$ cat config.mk
export PLATFORM = sky130hd
export DESIGN_NAME = arith_accum
export DESIGN_NICKNAME = d
export VERILOG_FILES = /design/src/rtl/arith_pkg.sv /design/src/rtl/arith_nbit.sv /design/src/rtl/arith_accum.sv
export SDC_FILE = /design/constraint.sdc
export NUM_CORES = 1
export LEC_CHECK = 0
export ABC_AREA = 1
export ABC_CLOCK_PERIOD_IN_PS = 4550
export BUFFER_PORTS_ARGS = -buffer_cell sky130_fd_sc_hd__clkbuf_2
export CORE_MARGIN = 2
export CORE_UTILIZATION = 59
export CTS_BUF_LIST = sky130_fd_sc_hd__clkbuf_4 sky130_fd_sc_hd__clkbuf_8
export CTS_CLUSTER_DIAMETER = 60
export DETAILED_ROUTE_END_ITERATION = 8
export PLACE_DENSITY = 0.87
export SYNTH_ARGS = -nofsm -noshare
export SYNTH_HDL_FRONTEND = slang
export SYNTH_HIERARCHICAL = 1
export SYNTH_SLANG_ARGS = --single-unit
$ cat constraint.sdc
create_clock -name clk_in -period 4.55 [get_ports clk_in]
set_input_delay 0.455 -clock clk_in [delete_from_list [all_inputs] [get_ports clk_in]]
set_output_delay 0.455 -clock clk_in [all_outputs]
set_load 0.005 [all_outputs]
$ cat src/rtl/arith_pkg.sv
// Shared types and helpers for the arith_* blocks: accumulator state encoding
// and a constant-foldable ceil(log2) used to size counters and sums.
package arith_pkg;

  typedef enum logic [1:0] {
    IDLE  = 2'd0,
    ACCUM = 2'd1,
    DONE  = 2'd2
  } state_t;

  function automatic int clog2(input int value);
    int r;
    r = 0;
    for (int i = 0; i < 31; i++) begin
      if ((1 << i) < value) r = i + 1;
    end
    return r;
  endfunction

endpackage

$ cat src/rtl/arith_nbit.sv
// Plain N-bit ripple-style adder with carry in/out; synthesis maps the '+'
// onto whatever adder structure suits the target.
module arith_nbit #(
  parameter int N = 4
) (
  input  logic [N-1:0] a,
  input  logic [N-1:0] b,
  input  logic         carry_in,
  output logic [N-1:0] sum,
  output logic         carry_out
);

  assign {carry_out, sum} = {1'b0, a} + {1'b0, b} + {{N{1'b0}}, carry_in};

endmodule

$ cat src/rtl/arith_accum.sv
// Accumulates K operands {carry_in, sum_in} from an upstream adder and hands
// the total downstream over a valid/ready pair.
//
// Handshake: a transfer happens on a rising edge where valid and ready are
// both 1; the source holds its data while valid=1 and ready=0, and ready is
// driven from registered state only, never combinationally from valid.
module arith_accum
  import arith_pkg::*;
#(
  parameter  int N     = 4,
  parameter  int K     = 4,
  localparam int CNT_W = clog2(K),
  localparam int ACC_W = N + 1 + CNT_W
) (
  input  logic             clk_in,
  input  logic             rst_n_in,
  input  logic [N-1:0]     sum_in,
  input  logic             carry_in,
  input  logic             valid_in,
  output logic             ready_out,
  input  logic             clear_in,
  output logic [ACC_W-1:0] acc_out,
  output logic             valid_out,
  input  logic             ready_in,
  output state_t           state_dbg
);

  state_t             state;
  state_t             next_state;
  logic [ACC_W-1:0]   acc;
  logic [ACC_W-1:0]   acc_sum;
  logic [ACC_W-1:0]   operand;
  logic [CNT_W-1:0]   cnt;
  logic               accept;
  logic               last_sample;
  logic               release_result;
  logic               unused_carry;

  assign operand        = {{CNT_W{1'b0}}, carry_in, sum_in};
  assign ready_out      = (state != DONE);
  assign valid_out      = (state == DONE);
  assign accept         = valid_in && ready_out;
  assign last_sample    = (cnt == CNT_W'(K - 1));
  assign release_result = (state == DONE) && ready_in;
  assign acc_out        = (state == DONE) ? acc : '0;
  assign state_dbg      = state;

  // The total cannot exceed K*(2^(N+1)-1), so the adder's carry never sets.
  arith_nbit #(
    .N(ACC_W)
  ) u_add (
    .a        (acc),
    .b        (operand),
    .carry_in (1'b0),
    .sum      (acc_sum),
    .carry_out(unused_carry)
  );

  always_ff @(posedge clk_in or negedge rst_n_in) begin
    if (!rst_n_in) begin
      state <= IDLE;
    end else begin
      state <= next_state;
    end
  end

  always_comb begin
    next_state = state;
    unique case (state)
      IDLE:    if (accept) next_state = ACCUM;
      ACCUM:   if (accept && last_sample) next_state = DONE;
      DONE:    if (ready_in) next_state = IDLE;
      default: next_state = IDLE;
    endcase
    // Clear overrides both an accept and a downstream release.
    if (clear_in) next_state = IDLE;
  end

  always_ff @(posedge clk_in or negedge rst_n_in) begin
    if (!rst_n_in) begin
      acc <= '0;
      cnt <= '0;
    end else if (clear_in || release_result) begin
      acc <= '0;
      cnt <= '0;
    end else if (accept) begin
      acc <= acc_sum;
      cnt <= cnt + 1'b1;
    end
  end

endmodule

==> run summary, run 1 <==
DETAILED ROUTING
-------------------------------------------------------------------------------------------
Final antenna-violating net count                                                         0
First-pass iteration count of the detailed router                                         4
Number of design-rule violations left by the first detailed-router iteration             11
Drt via density                                                                       5.209
WL final                                                                       1969 microns
Post-detailed-route wirelength per cell                                        12.08 microns
DRC viols                                                                                 0
Via count                                                                               849

SYNTH
-------------------------------------------------------------------------------------------
Post-Syn Area                                                                   870.8 sq um
Synthesized instance count                                                              123
Mapped Avg Cell Area                                                            7.080 sq um
Warnings, synthesis                                                                       6

PLACED DESIGN
-------------------------------------------------------------------------------------------
Half-perimeter wire length after placement                                     1510 microns
Number of buffers inserted by port buffering                                             20
Routability cong.                                                                    0.8135

FINISH
-------------------------------------------------------------------------------------------
Total Nets Final                                                                        168
Layout cells sized above 1                                                           23.65%
Total inserted antenna cells                                                              0
Area growth from synthesis to layout                                                 17.10%
Core utilization of the finished layout                                              76.45%

SETUP PATH
-------------------------------------------------------------------------------------------
Critical-path cell with the highest stage delay                                sky130_fd_sc_hd__fa_1
Reg2reg path depth                                                                       10
Startpoint of the most critical setup path                                           acc[0]
Critical Path Fanout Max                                                                  3
Required time at the endpoint of the critical path                                  4.72 ns
CP arrival                                                                          1.97 ns
Worst Setup Start Kind                                                             register
CP top delay family                                                             adder cells
Minimum setup slack among reg-to-reg paths                                          2.74 ns
R2r startpoint                                                                       acc[0]
Worst setup endpoint                                                                 acc[6]
R2r endpoint                                                                         acc[6]
Number of cells on the critical path                                                     10
Setup crit end kind                                                                register
Slowest Stage Delay on Critical Path                                                0.46 ns
Crit Path Class                                                                register to register
Cell type with the highest occurrence count on the critical path               sky130_fd_sc_hd__nand2_1
Crit-path cells                                                                fa_1 > inv_1 > fa_1 > inv_1 > nand2_1 > nand3_2 > nand2_1 > nand2_1 > nor2_1 > nor2_1
Crit path buffers/inverters                                                               2

RUN STATUS
-------------------------------------------------------------------------------------------
Run status                                                                     complete, no violations

CLOCK TREE
-------------------------------------------------------------------------------------------
Post-cts repair resize count                                                              0
Count of H-tree levels built during CTS                                                   1
Post-CTS Hold Buffers                                                                     0
Clock insertion delay at the later pin of the skew report                           0.27 ns
Number of buffers between clock root and the deepest sink                                 2
CTS tree                                                                              built
TritonCTS buffer count                                                                    3
Clock root cell                                                                sky130_fd_sc_hd__clkbuf_4
Number of buffers added for setup after CTS                                               0
Clock slew at reported path FFs                                                     0.07 ns
Total number of clock tree sinks                                                         11

PWR
-------------------------------------------------------------------------------------------
Int Pwr                                                                           0.1839 mW
Power per cell area                                                            277.5 mW/mm^2
Worst IR Drop VDD                                                                 0.2380 mV
Lkg Pwr                                                                           0.5882 nW
Clock power frac                                                                      26.6%
Switch share                                                                         35.02%
Switching Power                                                                  0.09911 mW
Part of the power in combinational logic                                              32.5%
Relative contribution of sequential cells to total power                              40.9%

GLOBAL ROUTE
-------------------------------------------------------------------------------------------
Vias in the first global route                                                          843
GRT Residual Overflow                                                                     0
Pin count of the biggest net entering global routing                                     12
Overall fraction of global-route tracks in use                                       24.64%
Antenna violations before repair                                                          0
First-pass GRT wire length                                                     3381 microns

DIE
-------------------------------------------------------------------------------------------
Initial core utilization                                                             65.29%
Row count                                                                                13
Placeable Area                                                                 0.001334 sq mm
Top-Level Pins                                                                           21
Die ar.                                                                        0.001799 sq mm
Die Width                                                                      42.42 microns
Die outline height                                                             42.42 microns

MIN PATH
-------------------------------------------------------------------------------------------
Worst Hold Class                                                               input port to asynchronous set/reset pin

TIMING
-------------------------------------------------------------------------------------------
Period utilisation layout                                                            39.69%
Count of endpoints failing hold in the final timing report                                0
Sum of negative setup slack                                                            0 ns
Final setup vio count                                                                     0
Fmax achieved                                                                     553.7 MHz
RSZ-0062 raised after global routing                                                     no
Final worst clock skew                                                         0.0007022 ns
Count of pins over their slew limit                                                       0
Minimum clock period after layout                                                  1.806 ns

JOB
-------------------------------------------------------------------------------------------
Max Cap Viol                                                                              0

-- through the flow --
step	hold slack, ns	worst slack (ns)	power, mW	cell area, sq um	instances
after global placement	0.3462	2.750	0.2017	989.7	159
after detailed placement	0.3459	2.678	0.2072	989.7	159
after floorplan	0.1594	2.907	0.1836	878.3	125
after global routing	0.07513	2.633	0.3012	1020	163
final	0.04223	2.744	0.2830	1020	163
after CTS	0.05843	2.755	0.2810	1020	163
-- power by group through the flow --
stage	Combinational, mW	Sequential [mW]	Clock [mW]
3_3_place_gp	0.0849	0.117	0
6_report	0.0920	0.116	0.0752
3_5_place_dp	0.0897	0.118	0
2_1_floorplan	0.0682	0.115	0
4_1_cts	0.0908	0.116	0.0743
5_1_grt	0.106	0.117	0.0785
-- flip-flops by register name, indices dropped and copies added, names as in the netlist --
signal and count:
acc 7, state_dbg 2, cnt 2
-- final cells by class --
type | count | area [sq um]
flip-flops and latches | 11 | 275.3
multi-input cells | 91 | 513.0
inverters | 22 | 82.58
well taps | 15 | 18.77
fillers | 114 | 314.1
repair buffers | 20 | 100.1
clock buffers | 4 | 30.03
-- routing by layer --
metal	track usage, %	wire [microns]	share of wire (%)
met1	26.02	816	41
met2	46.46	1028	52
met3	6.034	112	5.7
met4	8.750	12	0.61
met5	0	0	0
-- worst min-delay path by stage --
stage                        start     end  slack (ns)  cells past startpoint
after floorplan           rst_n_in  acc[0]        0.16                      0
after global placement    rst_n_in  acc[0]        0.35                      1
after detailed placement  rst_n_in  acc[0]        0.35                      1
after CTS                 rst_n_in  acc[0]        0.06                      1
after global routing      rst_n_in  acc[1]        0.08                      1
final                     rst_n_in  acc[0]        0.04                      1
-- cell usage in the layout (no fill, tap or decap), drive strengths merged, types with 2 or more instances in the layout --
| master | count |
|---|---|
| nand3 | 4 |
| xnor2 | 3 |
| nand4 | 3 |
| dfrtp | 11 |
| clkbuf | 24 |
| o21ai | 9 |
| nand2 | 22 |
| fa | 2 |
| a21oi | 3 |
| ha | 7 |
| conb | 3 |
| nor2 | 33 |
| inv | 21 |
No activity file was read; power rests on OpenSTA's default activity.
==> run 2, diff against run 1 <==
Settings changed: ABC_CLOCK_PERIOD_IN_PS 4550 to 1470, CORE_UTILIZATION 59 to 49, PLACE_DENSITY 0.87 to 0.77.
Clock period 4.55 ns to 1.47 ns, I/O delays scaled along.
==> run 2 against run 1 <==
Effect of this change: the flow now finishes with violations (setup timing); cell count rose by 6.1%; power rose to 3.3 times the previous value; count of clock-buffer cells in the layout did not move; hold slack improved by 0.12 ns; register-to-register slack got worse by 2.9 ns; critical path type unchanged; highest routed layer unchanged.
==> run summary, run 2 (synthesized netlist as in run 1, its figures left out) <==
GLOBAL ROUTE
-------------------------------------------------------------------------------------------
Overall fraction of global-route tracks in use                                       19.68%
Pin count of the biggest net entering global routing                                     12
Antenna violations before repair                                                          0
GRT Residual Overflow                                                                     0
First-pass GRT wire length                                                     3063 microns
Vias in the first global route                                                          770

DETAILED ROUTING
-------------------------------------------------------------------------------------------
Post-detailed-route wirelength per cell                                        11.53 microns
Final antenna-violating net count                                                         0
WL final                                                                       1994 microns
Via count                                                                               879
Drt via density                                                                       5.081
First-pass iteration count of the detailed router                                         5
DRC viols                                                                                 0
Number of design-rule violations left by the first detailed-router iteration             11

DIE
-------------------------------------------------------------------------------------------
Placeable Area                                                                 0.001689 sq mm
Initial core utilization                                                             51.56%
Top-Level Pins                                                                           21
Row count                                                                                15
Die ar.                                                                        0.002130 sq mm
Die Width                                                                      46.16 microns
Die outline height                                                             46.16 microns

TIMING
-------------------------------------------------------------------------------------------
Count of pins over their slew limit                                                       0
Minimum clock period after layout                                                  1.614 ns
Sum of negative setup slack                                                      -0.3831 ns
Final worst clock skew                                                          0.008691 ns
Final setup vio count                                                                     4
Slack of the critical path                                                       -0.1441 ns
Count of endpoints failing hold in the final timing report                                0
Fmax achieved                                                                     619.5 MHz
RSZ-0062 raised after global routing                                                    yes
Period utilisation layout                                                            109.8%

FINISH
-------------------------------------------------------------------------------------------
Area growth from synthesis to layout                                                 30.60%
Layout cells sized above 1                                                           33.33%
Most flop-heavy register                                                                acc
Total inserted antenna cells                                                              0
Total Nets Final                                                                        176
Leading cell type in the layout, fill and taps excluded                        sky130_fd_sc_hd__nor2_1
Core utilization of the finished layout                                              67.33%
Flip-flop count of the largest register after layout                                      7
Commonest cells after routing, fill and taps aside                             sky130_fd_sc_hd__nor2_1 (30), sky130_fd_sc_hd__clkbuf_2 (20), sky130_fd_sc_hd__inv_1 (17), sky130_fd_sc_hd__nand2_1 (17), sky130_fd_sc_hd__dfrtp_1 (11)

CLOCK TREE
-------------------------------------------------------------------------------------------
Clock insertion delay at the later pin of the skew report                           0.27 ns
Count of H-tree levels built during CTS                                                   1
Total number of clock tree sinks                                                         11
TritonCTS buffer count                                                                    3
Clock root cell                                                                sky130_fd_sc_hd__clkbuf_4
Number of buffers between clock root and the deepest sink                                 2
CTS tree                                                                              built
Clock slew at reported path FFs                                                     0.08 ns

RUN STATUS
-------------------------------------------------------------------------------------------
Run status                                                                     finished with violations
Failing checks                                                                 setup timing

PLACED DESIGN
-------------------------------------------------------------------------------------------
Routability cong.                                                                    0.7772
Dpl ws                                                                           -0.1187 ns
Half-perimeter wire length after placement                                     1514 microns
Number of buffers inserted by port buffering                                             20

SETUP PATH
-------------------------------------------------------------------------------------------
Critical Path Fanout Max                                                                  3
Required time at the endpoint of the critical path                                  1.62 ns
Setup crit end kind                                                                register
Crit Path Class                                                                register to register
Worst Setup Start Kind                                                             register
CP arrival                                                                          1.77 ns

MIN PATH
-------------------------------------------------------------------------------------------
Worst Hold Class                                                               input port to register

PWR
-------------------------------------------------------------------------------------------
Power per cell area                                                            820.9 mW/mm^2
Lkg Pwr                                                                           0.6232 nW
Worst IR Drop VDD                                                                 0.4153 mV

JOB
-------------------------------------------------------------------------------------------
Max Cap Viol                                                                              0

[run 2: cell count changes in the layout (fill, tap and decap cells not counted), sizes merged]
| cell | change |
|---|---|
| buf | +7 |
| dlygate4sd3 | +1 |
[run 2: per-layer routing]
layer,vias to the layer above,GRT usage (%),wire length (microns)
li1,440,-,-
met1,408,23.61,843
met2,27,36.39,1052
met3,4,1.176,72
met4,0,6.857,25
met5,-,0,0
[run 2: path summary, 6_finish.rpt]
path	start	endpoint	slack, ns	depth (start not counted)
worst max-delay path	acc[0]	acc[6]	-0.14	10
worst max register to register	acc[0]	acc[6]	-0.14	10
worst min-delay path	valid_in	state_dbg[0]	0.16	3
min in group asynchronous	rst_n_in	acc[0]	0.28	2
worst min register to register	cnt[0]	cnt[0]	0.57	3
max in group asynchronous	rst_n_in	acc[3]	0.95	2
[run 2: timing repair]
action                                  4_1_cts  5_1_grt
gates resized for setup                       1        6
endpoints found under the setup margin        4        6
pin swaps                                     4        3
endpoints found under the hold margin        11        0
hold buffers                                  1        0
setup buffers                                 1        1
[run 2: area by class of cell]
type | count | area (sq um)
multi-input cells | 91 | 565.5
fillers | 161 | 551.8
flip-flops and latches | 11 | 275.3
repair buffers | 28 | 162.7
inverters | 22 | 82.58
clock buffers | 4 | 30.03
well taps | 17 | 21.27
[run 2: metrics by stage]
stage | cells | power [mW] | area (sq um) | hold WS, ns
6_report | 173 | 0.9336 | 1137 | 0.1642
5_1_grt | 173 | 1.002 | 1137 | 0.1826
4_1_cts | 172 | 0.8979 | 1085 | 0.1646
3_5_place_dp | 166 | 0.6631 | 1035 | 0.04336
3_3_place_gp | 166 | 0.6488 | 1035 | 0.03751
2_1_floorplan | 125 | 0.5709 | 883.3 | -0.1486
[run 2: report_power, final]
group	total, mW	internal [mW]	switching (mW)
clock	0.229	0.123	0.106
sequential	0.361	0.331	0.0303
combinational	0.343	0.163	0.180
[run 2: critical path, cell delays in order (launching register included)]
cell                      delay (ns)
sky130_fd_sc_hd__dfrtp_1        0.41
sky130_fd_sc_hd__fa_2           0.36
sky130_fd_sc_hd__inv_2          0.07
sky130_fd_sc_hd__fa_2           0.22
sky130_fd_sc_hd__inv_1          0.06
sky130_fd_sc_hd__nand2_2        0.08
sky130_fd_sc_hd__nand3_2        0.05
sky130_fd_sc_hd__nand2_1        0.07
sky130_fd_sc_hd__nand2_1        0.04
sky130_fd_sc_hd__nor2_1         0.09
sky130_fd_sc_hd__nor2_1         0.05
==> run 3, diff against run 2 <==
Settings changed: ABC_AREA 1 to default.
==> run 3 against run 2 <==
Effect of this change: the run still ends with setup timing left; global-route usage grew 2.1 points; hold slack worse by 0.11 ns; combinational power increased by 24%; worst setup slack got worse by 0.34 ns; critical endpoint is now acc[5].
==> run summary, run 3 <==
SETUP PATH
-------------------------------------------------------------------------------------------
CP arrival                                                                          2.15 ns
Setup crit end kind                                                                register
Critical-path cell with the highest stage delay                                sky130_fd_sc_hd__dfrtp_1
R2r startpoint                                                                       acc[0]
Slowest Stage Delay on Critical Path                                                0.39 ns
Required time at the endpoint of the critical path                                  1.67 ns
Worst Setup Start Kind                                                             register
CP top delay family                                                            compound AO/OA/AOI/OAI gates
Critical Path Fanout Max                                                                  2
Crit Path Class                                                                register to register
R2r endpoint                                                                         acc[5]
Reg2reg path depth                                                                        9
Minimum setup slack among reg-to-reg paths                                         -0.48 ns
Crit path buffers/inverters                                                               2
Crit-path cells                                                                fa_2 > buf_4 > buf_6 > a21oi_4 > nor2b_2 > a311oi_2 > xnor2_1 > nand3_1 > a21oi_1

GLOBAL ROUTE
-------------------------------------------------------------------------------------------
Met3 routing resource usage after global routing                                     7.143%
Global Route met2 Usage                                                              38.03%
Overall fraction of global-route tracks in use                                       21.74%
First-pass GRT wire length                                                     3243 microns
Vias in the first global route                                                          768
Pin count of the biggest net entering global routing                                     20
GRT Residual Overflow                                                                     0
Most crowded layer after global routing                                                met2
Antenna violations before repair                                                          0
Met1 GRT Util                                                                        26.13%

FINISH
-------------------------------------------------------------------------------------------
Most flop-heavy register                                                                acc
Cell Count, Final, Fillers Out                                                          151
Total inserted antenna cells                                                              0
Flip-flop count of the largest register after layout                                      7
Commonest cells after routing, fill and taps aside                             sky130_fd_sc_hd__clkbuf_2 (20), sky130_fd_sc_hd__buf_4 (15), sky130_fd_sc_hd__o21ai_0 (12)
Layout cells sized above 1                                                           44.03%
Area growth from synthesis to layout                                                 41.83%
Leading cell type in the layout, fill and taps excluded                        sky130_fd_sc_hd__clkbuf_2
Core utilization of the finished layout                                              72.13%
Total Nets Final                                                                        154

TIMING
-------------------------------------------------------------------------------------------
RSZ-0062 raised after global routing                                                    yes
Count of pins over their slew limit                                                       0
Final setup vio count                                                                     6
Final worst clock skew                                                          0.004002 ns
Sum of negative setup slack                                                       -2.021 ns
Count of endpoints failing hold in the final timing report                                0
Fmax achieved                                                                     512.4 MHz
Slack of the critical path                                                       -0.4817 ns
Minimum clock period after layout                                                  1.952 ns
Period utilisation layout                                                            132.8%

MIN PATH
-------------------------------------------------------------------------------------------
Worst Hold Class                                                               input port to register
Source of the worst hold timing path                                               clear_in
Worst hold endpoint                                                            state_dbg[1]
Worst hold stages                                                                         2

SYNTH
-------------------------------------------------------------------------------------------
Mapped Avg Cell Area                                                            9.038 sq um
Post-Syn Area                                                                   849.6 sq um
Synthesized instance count                                                               94
Warnings, synthesis                                                                       6

PLACED DESIGN
-------------------------------------------------------------------------------------------
Dpl ws                                                                           -0.4562 ns
Routability cong.                                                                    0.7793
Placed insts                                                                            142
Half-perimeter wire length after placement                                     1468 microns
Number of buffers inserted by port buffering                                             20

DIE
-------------------------------------------------------------------------------------------
Top-Level Pins                                                                           21
Die ar.                                                                        0.002083 sq mm
Row count                                                                                15
Die outline height                                                             45.64 microns
Placeable Area                                                                 0.001670 sq mm
Die Width                                                                      45.64 microns
Initial core utilization                                                             50.86%

DETAILED ROUTING
-------------------------------------------------------------------------------------------
WL final                                                                       2015 microns
Via count                                                                               826
Drt via density                                                                       5.470
First-pass iteration count of the detailed router                                         4
DRC viols                                                                                 0
Final antenna-violating net count                                                         0
Post-detailed-route wirelength per cell                                        13.34 microns
Number of design-rule violations left by the first detailed-router iteration              3

CLOCK TREE
-------------------------------------------------------------------------------------------
Number of buffers between clock root and the deepest sink                                 2
Clock insertion delay at the later pin of the skew report                           0.27 ns
CTS tree                                                                              built
Count of H-tree levels built during CTS                                                   1
Clock slew at reported path FFs                                                     0.07 ns
TritonCTS buffer count                                                                    3
Total number of clock tree sinks                                                         11
Clock root cell                                                                sky130_fd_sc_hd__clkbuf_4

RUN STATUS
-------------------------------------------------------------------------------------------
Failing checks                                                                 setup timing
Run status                                                                     finished with violations

PWR
-------------------------------------------------------------------------------------------
Worst IR Drop VDD                                                                 0.7093 mV
Power per cell area                                                            836.5 mW/mm^2
Lkg Pwr                                                                           0.5913 nW
Total Power                                                                        1.008 mW

JOB
-------------------------------------------------------------------------------------------
Max Cap Viol                                                                              0

-- run 3: how the worst max path moves through the flow --
stage,start,end,slack (ns),cells after the start
after CTS,acc[0],acc[6],-0.44,9
final,acc[0],acc[5],-0.48,9
after detailed placement,acc[0],acc[6],-0.46,9
after global placement,acc[0],acc[6],-0.40,9
after global routing,acc[0],acc[6],-0.57,9
after floorplan,acc[1],acc[6],-0.19,8
-- run 3: repair_timing --
action | in CTS | in global routing
setup endpoints to repair | 6 | 13
gates resized for setup | 1 | 9
cloned | 0 | 0
buffers inserted | 2 | 2
endpoints found under the hold margin | 11 | 0
pin swaps | 4 | 8
hold buffers | 1 | 0
-- run 3: metrics by stage --
stage / hold WS, ns / cell area [sq um]
2_1_floorplan: -0.1486 / 890.9
3_3_place_gp: 0.03581 / 1090
3_5_place_dp: 0.03132 / 1090
4_1_cts: 0.05040 / 1152
5_1_grt: 0.05592 / 1205
6_report: 0.05342 / 1205
-- run 3: where the power goes --
| part | switching [mW] | leakage, nW | internal (mW) |
|---|---|---|---|
| registers | 0.0256 | 0.146 | 0.332 |
| logic | 0.187 | 0.427 | 0.238 |
| clock network | 0.102 | 0.0184 | 0.124 |
| total | 0.315 | 0.591 | 0.693 |
-- run 3: cell type report --
cell class	count	area [sq um]
Multi-Input combinational cell	73	600.6
Sequential cell	11	275.3
Inverter	8	32.53
Tap cell	17	21.27
Fill cell	120	465.4
Clock buffer	4	30.03
Timing Repair Buffer	38	245.2
-- run 3: worst reg2reg max path: stages (launching register included) --
cell and delay [ns]:
sky130_fd_sc_hd__dfrtp_1 0.39, sky130_fd_sc_hd__fa_2 0.37, sky130_fd_sc_hd__buf_4 0.15, sky130_fd_sc_hd__buf_6 0.11
sky130_fd_sc_hd__a21oi_4 0.13, sky130_fd_sc_hd__nor2b_2 0.07, sky130_fd_sc_hd__a311oi_2 0.26, sky130_fd_sc_hd__xnor2_1 0.16
sky130_fd_sc_hd__nand3_1 0.10, sky130_fd_sc_hd__a21oi_1 0.14
-- run 3: metal layers --
metal | share of wire (%) | wire length, microns
met1 | 44 | 878
met2 | 53 | 1069
met3 | 3.4 | 68
met4 | 0 | 0
met5 | 0 | 0
